File: src/rtl/regfile_pkg.sv
// +----------------------------------------------------------------------------+
// | regfile_pkg : shared constants, pending-count type and helper for regfile_sb|
// | Rev 1.0                                                                    |
// +----------------------------------------------------------------------------+
`default_nettype none

package regfile_pkg;
  localparam int DATA_W_DEF = 32;
  localparam int ADDR_W_DEF = 5;
  localparam int CNT_W_DEF  = 2;
  localparam int REG_ZERO   = 0;

  typedef logic [CNT_W_DEF-1:0] pend_cnt_t;

  function automatic int max_cnt(input int cnt_w);
    return (1 << cnt_w) - 1;
  endfunction
endpackage

`default_nettype wire

File: src/rtl/regfile_pend_cnt.sv
// +----------------------------------------------------------------------------+
// | regfile_pend_cnt : per-register outstanding-write counter, saturating at max|
// | Rev 1.0                                                                    |
// +----------------------------------------------------------------------------+
`default_nettype none

module regfile_pend_cnt
  import regfile_pkg::*;
#(
  parameter int CNT_W = CNT_W_DEF
) (
  input  logic clk,
  input  logic rst,
  input  logic i_inc,
  input  logic i_dec,
  input  logic i_clr,
  output logic o_busy,
  output logic o_full,
  output logic o_drain
);

  localparam logic [CNT_W-1:0] C_CNT_MAX = CNT_W'(max_cnt(CNT_W));
  localparam logic [CNT_W-1:0] C_CNT_ONE = CNT_W'(1);

  logic [CNT_W-1:0] cnt_q;
  logic [CNT_W-1:0] cnt_d;

  // Clear wins over dec; an issue in the clearing cycle still lands.
  always_comb begin
    cnt_d = cnt_q;
    if (i_clr) begin
      cnt_d = i_inc ? C_CNT_ONE : '0;
    end else if (i_inc && !i_dec && cnt_q != C_CNT_MAX) begin
      cnt_d = cnt_q + C_CNT_ONE;
    end else if (i_dec && !i_inc && cnt_q != '0) begin
      cnt_d = cnt_q - C_CNT_ONE;
    end
  end

  always_ff @(posedge clk or posedge rst) begin
    if (rst) cnt_q <= '0;
    else     cnt_q <= cnt_d;
  end

  assign o_busy  = (cnt_q != '0);
  assign o_full  = (cnt_q == C_CNT_MAX);
  assign o_drain = i_dec && !i_inc && !i_clr && (cnt_q == C_CNT_ONE);

endmodule

`default_nettype wire

File: src/rtl/regfile_sb.sv
// +----------------------------------------------------------------------------+
// | regfile_sb : 1W/2R register file with pending-write scoreboard, debug taps  |
// | Optional macro REGFILE_BYPASS_EN: same-cycle writeback-to-read forwarding.  |
// | Rev 1.0                                                                    |
// +----------------------------------------------------------------------------+
`default_nettype none

module regfile_sb
  import regfile_pkg::*;
#(
  parameter int DATA_W   = DATA_W_DEF,
  parameter int ADDR_W   = ADDR_W_DEF,
  parameter int CNT_W    = CNT_W_DEF,
  parameter int DBG_BASE = 6,
  parameter int DBG_N    = 5
) (
  input  logic                    clk,
  input  logic                    rst,
  input  logic                    ena,
  input  logic [ADDR_W-1:0]       rd_addr_a,
  output logic [DATA_W-1:0]       rd_data_a,
  output logic                    rd_busy_a,
  input  logic [ADDR_W-1:0]       rd_addr_b,
  output logic [DATA_W-1:0]       rd_data_b,
  output logic                    rd_busy_b,
  input  logic                    wb_we,
  input  logic [ADDR_W-1:0]       wb_addr,
  input  logic [DATA_W-1:0]       wb_data,
  input  logic                    iss_v,
  input  logic [ADDR_W-1:0]       iss_rd,
  output logic                    iss_rdy,
  input  logic                    flush,
  output logic                    wb_err,
  output logic [DBG_N*DATA_W-1:0] dbg_data
);

  localparam int C_DEPTH = 2 ** ADDR_W;
  localparam logic [ADDR_W-1:0] C_ZERO = ADDR_W'(REG_ZERO);

  logic [DATA_W-1:0]  mem_q [C_DEPTH];
  logic [DATA_W-1:0]  mem_d [C_DEPTH];
  logic               wb_err_q;
  logic               wb_err_d;
  logic [C_DEPTH-1:0] busy_w;
  logic [C_DEPTH-1:0] full_w;
  logic [C_DEPTH-1:0] drain_w;
  logic               wb_hit;
  logic               iss_acc;

  assign wb_hit  = wb_we && (wb_addr != C_ZERO);
  assign iss_rdy = !full_w[iss_rd] || (wb_we && (wb_addr == iss_rd) && !flush);
  assign iss_acc = iss_v && iss_rdy && (iss_rd != C_ZERO);

  // Register 0 has no counter: permanently idle and never full.
  assign busy_w[0]  = 1'b0;
  assign full_w[0]  = 1'b0;
  assign drain_w[0] = 1'b0;

  for (genvar i = 1; i < C_DEPTH; i++) begin : g_cnt
    regfile_pend_cnt #(
      .CNT_W (CNT_W)
    ) u_cnt (
      .clk     (clk),
      .rst     (rst),
      .i_inc   (iss_acc && (iss_rd == ADDR_W'(i))),
      .i_dec   (wb_hit && !flush && (wb_addr == ADDR_W'(i)) && busy_w[i]),
      .i_clr   (flush),
      .o_busy  (busy_w[i]),
      .o_full  (full_w[i]),
      .o_drain (drain_w[i])
    );
  end

  always_comb begin
    mem_d = mem_q;
    if (wb_hit) mem_d[wb_addr] = wb_data;
  end

  assign wb_err_d = wb_err_q || (wb_hit && !flush && !busy_w[wb_addr]);

  always_ff @(posedge clk or posedge rst) begin
    if (rst) begin
      for (int i = 0; i < C_DEPTH; i++) mem_q[i] <= '0;
      wb_err_q <= 1'b0;
    end else begin
      mem_q    <= mem_d;
      wb_err_q <= wb_err_d;
    end
  end

  assign wb_err = wb_err_q;

`ifdef REGFILE_BYPASS_EN
  logic byp_a;
  logic byp_b;

  assign byp_a     = ena && wb_hit && (wb_addr == rd_addr_a);
  assign byp_b     = ena && wb_hit && (wb_addr == rd_addr_b);
  assign rd_data_a = !ena ? '0 : (byp_a ? wb_data : mem_q[rd_addr_a]);
  assign rd_data_b = !ena ? '0 : (byp_b ? wb_data : mem_q[rd_addr_b]);
  assign rd_busy_a = busy_w[rd_addr_a] && !(byp_a && drain_w[rd_addr_a]);
  assign rd_busy_b = busy_w[rd_addr_b] && !(byp_b && drain_w[rd_addr_b]);
`else
  logic unused_drain;

  assign unused_drain = ^drain_w;
  assign rd_data_a    = ena ? mem_q[rd_addr_a] : '0;
  assign rd_data_b    = ena ? mem_q[rd_addr_b] : '0;
  assign rd_busy_a    = busy_w[rd_addr_a];
  assign rd_busy_b    = busy_w[rd_addr_b];
`endif

  for (genvar k = 0; k < DBG_N; k++) begin : g_dbg
    assign dbg_data[k*DATA_W +: DATA_W] = mem_q[DBG_BASE + k];
  end

endmodule

`default_nettype wire

File: config.mk
export PLATFORM = sky130hd
export DESIGN_NAME = regfile_sb
export DESIGN_NICKNAME = d
export VERILOG_FILES = /design/src/rtl/regfile_pkg.sv /design/src/rtl/regfile_pend_cnt.sv /design/src/rtl/regfile_sb.sv
export SDC_FILE = /design/constraint.sdc
export NUM_CORES = 2
export LEC_CHECK = 0
export BUFFER_PORTS_ARGS = -buffer_cell sky130_fd_sc_hd__buf_2
export CAP_MARGIN = 20
export CORE_MARGIN = 5
export CORE_UTILIZATION = 25
export DETAILED_ROUTE_END_ITERATION = 12
export GPL_TIMING_DRIVEN = 1
export PLACE_DENSITY = 0.38
export SYNTH_ARGS = -nofsm -noshare
export SYNTH_HDL_FRONTEND = slang
export SYNTH_HIERARCHICAL = 1
export SYNTH_SLANG_ARGS = --single-unit
File: constraint.sdc
create_clock -name clk -period 43.9 [get_ports clk]
set_input_delay 6.585 -clock clk [delete_from_list [all_inputs] [get_ports clk]]
set_output_delay 6.585 -clock clk [all_outputs]
set_load 0.1 [all_outputs]
### Word level (Yosys, flattened, before mapping)

Index checks and enable logic that the tools add are counted.

* input bits: 58
* logic and storage cells: 761
* output and inout bits: 228
* register bits: 1087

* reduce and logical (&&, ||, !) cells: 356
* bitwise logic cells: 3
* multiplexer cells: 143
* order comparisons: 8
* equal/unequal tests: 125
* $add $sub $neg: 62

Operators with widths (count)
* $bwmux W1024: 1
* $bmux W32 S5: 2
* $logic_and A1 B1 Y1: 225
* $mux W32: 7
* $mux W2: 93
* $demux W32 S5: 1
* $eq A5 B5 Y1 const B: 32
* $reduce_bool A3 Y1: 31
* $eq A5 B4 Y1 const B: 16
* $logic_not A1 Y1: 65
* $add A2 B1 Y2 const B: 31
* $eq A2 B2 Y1 const B: 31
* $ne A2 B2 Y1 const B: 31
* $reduce_bool A2 Y1: 31
* $sub A2 B1 Y2 const B: 31
* $eq A5 B3 Y1 const B: 8
* $mux W1: 35
* $lt A5 B6 Y1 const B: 4
* $bmux W1 S5: 4
* $eq A5 B2 Y1 const B: 4
* $ge A6 B6 Y1 const B: 3
* $not A5 Y6: 3
* $eq A5 B1 Y1 const B: 2
* $reduce_bool A5 Y1: 2
* other kinds (3): 4

### Depth between registers and ports, before layout

* depth after elaboration: 14
* gate-level depth with buffers: 11

### By module

Netlist, hierarchy kept.

Modules (own cells, without submodules)
* regfile_sb: sequential area each 25649.6 um^2, cells an instance 3776, area an instance 56979.6 um^2, times used 1
* regfile_pend_cnt: sequential area each 50.0 um^2, cells an instance 23, area an instance 196.4 um^2, times used 31

### Least setup slack after synthesis

OpenSTA, ideal clock, no wires.

* kind: input to output
* from: input rd_addr_a[0]
* to: output rd_data_a[10]
* data required time: 37.315 ns
* stages: 7
* path slack: 27.341 ns
* buffers on the path: 4
* arrival: 9.974 ns
* path through: buf_4 -> buf_4 -> buf_2 -> buf_2 -> mux4_2 -> mux2i_1 -> a221oi_1

* word-level cells in the longest chain between the ends: 5

RTL lines
* from (decl): line regfile_sb.sv:20 `input logic [ADDR_W-1:0] rd_addr_a,`
* $not A5 Y6 (implied by the code): line regfile_sb.sv:107 `assign rd_data_a = ena ? mem_q[rd_addr_a] : '0;`
* $bmux W32 S5: line regfile_sb.sv:107
* $mux W32 (implied by the code) (2 in series): line regfile_sb.sv:107
* $mux W32: line regfile_sb.sv:107
* to (decl): line regfile_sb.sv:21 `output logic [DATA_W-1:0] rd_data_a,`

Every way passes these cells. The select of a mux whose other input is x is not followed.

### Worst setup path in the final report

* from: input rd_addr_b[0]
* to: output rd_data_b[28]

* word-level cells in the longest chain between the ends: 5

RTL lines
* from (decl): line regfile_sb.sv:23 `input logic [ADDR_W-1:0] rd_addr_b,`
* $not A5 Y6 (implied by the code): line regfile_sb.sv:108 `assign rd_data_b = ena ? mem_q[rd_addr_b] : '0;`
* $bmux W32 S5: line regfile_sb.sv:108
* $mux W32 (implied by the code) (2 in series): line regfile_sb.sv:108
* $mux W32: line regfile_sb.sv:108
* to (decl): line regfile_sb.sv:24 `output logic [DATA_W-1:0] rd_data_b,`

Every way passes these cells. The select of a mux whose other input is x is not followed.

==> impl_results.md <==
* Leak at 30.3 nW
* Critical path destination: rd_data_b[28]
* Routed WL at 229 mm
* Critical path data required time at 37310 ps
* Hold_buf cts at 0
* CP Launch Type: input port
* Ratio of cells with drive above 1 in the final layout at 0.505
* Pwr per Cell Area at 48.4 mW/mm^2
* Starting Density at 0.251
* Final hold viol count at 0
* DR WL/cell at 29.3 um
* Die Y at 510 um
* Worst-path fanout max at 73
* Syn_area_per_cell at 14.1 um^2
* Yosys warns at 6
* Max-slew violations at 0
* Via density at 5.12
* Reg2reg end: g_cnt[8].u_cnt/cnt_q[1]
* Non-filler instance count after layout at 7801
* Setup Skew at 14.6 ps
* HPWL Detailed at 139 mm
* I/O Pins at 286
* Core ar. at 0.249 mm^2
* Final #Nets at 4478
* Initial antenna violation count at 17
* First-pass GRT wire length at 330 mm
* PostCTS Resize Cnt at 0
* Slew HR at 0.197
* Clock Path Buffers at 3
* Die width at 510 um
* Final setup fails at 0
* CTS Buf Count at 143
* Final period util at 0.406
* Final ANT Viol Nets at 0
* Fmax at 56.1 MHz
* Minimum clock period at 17810 ps
* Min-delay worst type: reg2reg
* RePlAce Congestion at 0.729
* Num rows at 183
* Detailed-route via count at 40000
* Syn nets at 4547
* Largest net degree at the start of global routing at 171
* Worst vdd ir at 0.0000372 V
* Cells on Worst Hold Path at 0
* Worst r2r src: g_cnt[10].u_cnt/cnt_q[0]
* CTS tree: built
* IO Port Bufs at 285
* Clock transition at the registers of the reported paths at 60 ps
* DRT Pass-1 Iters at 5
* DRC at 0
* Flop2flop setup slack at 39870 ps
* Type of the worst setup path: in2out
* Data arrival, critical path at 11230 ps
* Crit path from: rd_addr_b[0]
* Area grow syn2layout at 12.9%
* H-Tree Depth at 4
* Crit end category: output pin
* Starting DRT DRC Count at 2447
* Register-to-Register Path Depth at 10
* Setup bufs post-CTS at 0
* Placed Cells at 7542
* GRT overflow at 0
* Setup TNS at 0 ps
* Clk sinks at 1087
* Full die area at 0.260 mm^2
* Worst slew pin tran at 1200 ps
* Synth Cell Area at 0.0625 mm^2
* RSZ-0062 raised after global routing: no
* GRT Util Overall at 0.175
* Max Cap Viol at 0
* Worst-Skew Late Latency at 790 ps
* Root buffer cell: clkbuf_16
* Number of global-route vias before repair at 42600
* Cell count after synthesis at 4427
* Status: finished, final reports clean
## layer usage
metal / global-route usage / routed length [um] / vias to the layer above
met4: 0.0469 / 6010 / 2
met3: 0.0252 / 8820 / 278
li1: - / - / 16900
met1: 0.237 / 103000 / 21900
met5: 0 / 9 / -
met2: 0.292 / 111000 / 873
## worst min-delay path by stage
stage / start / to / slack (ps)
2_1_floorplan: mem_q[1000] / mem_q[1000] / 440
4_1_cts: mem_q[1013] / mem_q[1013] / 400
5_1_grt: mem_q[1003] / mem_q[1003] / 400
3_5_place_dp: mem_q[1002] / mem_q[1002] / 380
3_3_place_gp: mem_q[1013] / mem_q[1013] / 380
6_report: mem_q[1003] / mem_q[1003] / 390
## worst max-delay path, stage by stage
cell	delay [ps]
buf_8	450
buf_12	530
buf_4	740
buf_4	660
mux4_2	350
or3_1	120
o221ai_1	140
a221oi_1	800
buf_2	570
## where the power goes
group | leakage [nW] | internal, mW | switching (mW) | total (mW)
Combinational | 14.0 | 0.376 | 0.536 | 0.912
Clock | 2.27 | 0.686 | 0.481 | 1.17
Sequential | 14.0 | 1.19 | 0.145 | 1.33
## sequential cells by signal (all words and copies together) (netlist names)
register,flops
dbg_data,160
mem_q,864
wb_err,1
g_cnt.u_cnt/cnt_q,62
## layout by cell type, fill, tap and decap left out, types with 5 or more instances in the layout
cell and n:
nor2b_1 8, inv_1 126, or4b_1 31, nor2_4 14, o221ai_1 128, a211oi_1 31
nor3b_1 31, buf_2 277, inv_6 10, dfrtp_1 1087, or3b_1 31, nand3_1 11
buf_12 5, a221oi_1 64, nor3_1 48, ha_1 62, mux2i_1 81, nand2_1 127
o211ai_1 34, or3_1 64, and3_1 35, mux4_2 536, mux2_2 1044, clkbuf_8 36
nand2b_1 5, nor2_1 47, o211a_1 31, buf_4 91, clkbuf_16 146, nand2_4 5
nand2_2 14, mux2_1 17, clkbuf_1 42, a21oi_1 44, clkinv_2 13, a311o_2 31
## metrics by stage
stage / util / worst slack, ps / hold WS (ps) / instance area (um^2) / total power [mW]
floorplan: - / 8470 / 441 / 62500 / 2.09
CTS: 0.284 / 26030 / 396 / 70500 / 3.47
global route: 0.284 / 25730 / 403 / 70600 / 3.58
detailed placement: 0.265 / 26040 / 382 / 65900 / 2.27
global placement: 0.265 / 26020 / 376 / 65900 / 2.26
finish: 0.284 / 26090 / 392 / 70600 / 3.41
## cell type report
cell class | count | area [um^2]
diodes | 3 | 7.51
clock inverters | 31 | 305
multi-input cells | 2619 | 31800
flip-flops and latches | 1087 | 27200
inverters | 127 | 484
clock buffers | 224 | 4310
fillers | 25300 | 178000
well taps | 3330 | 4170
repair buffers | 380 | 2280
Power figures use the tool's default switching activity.
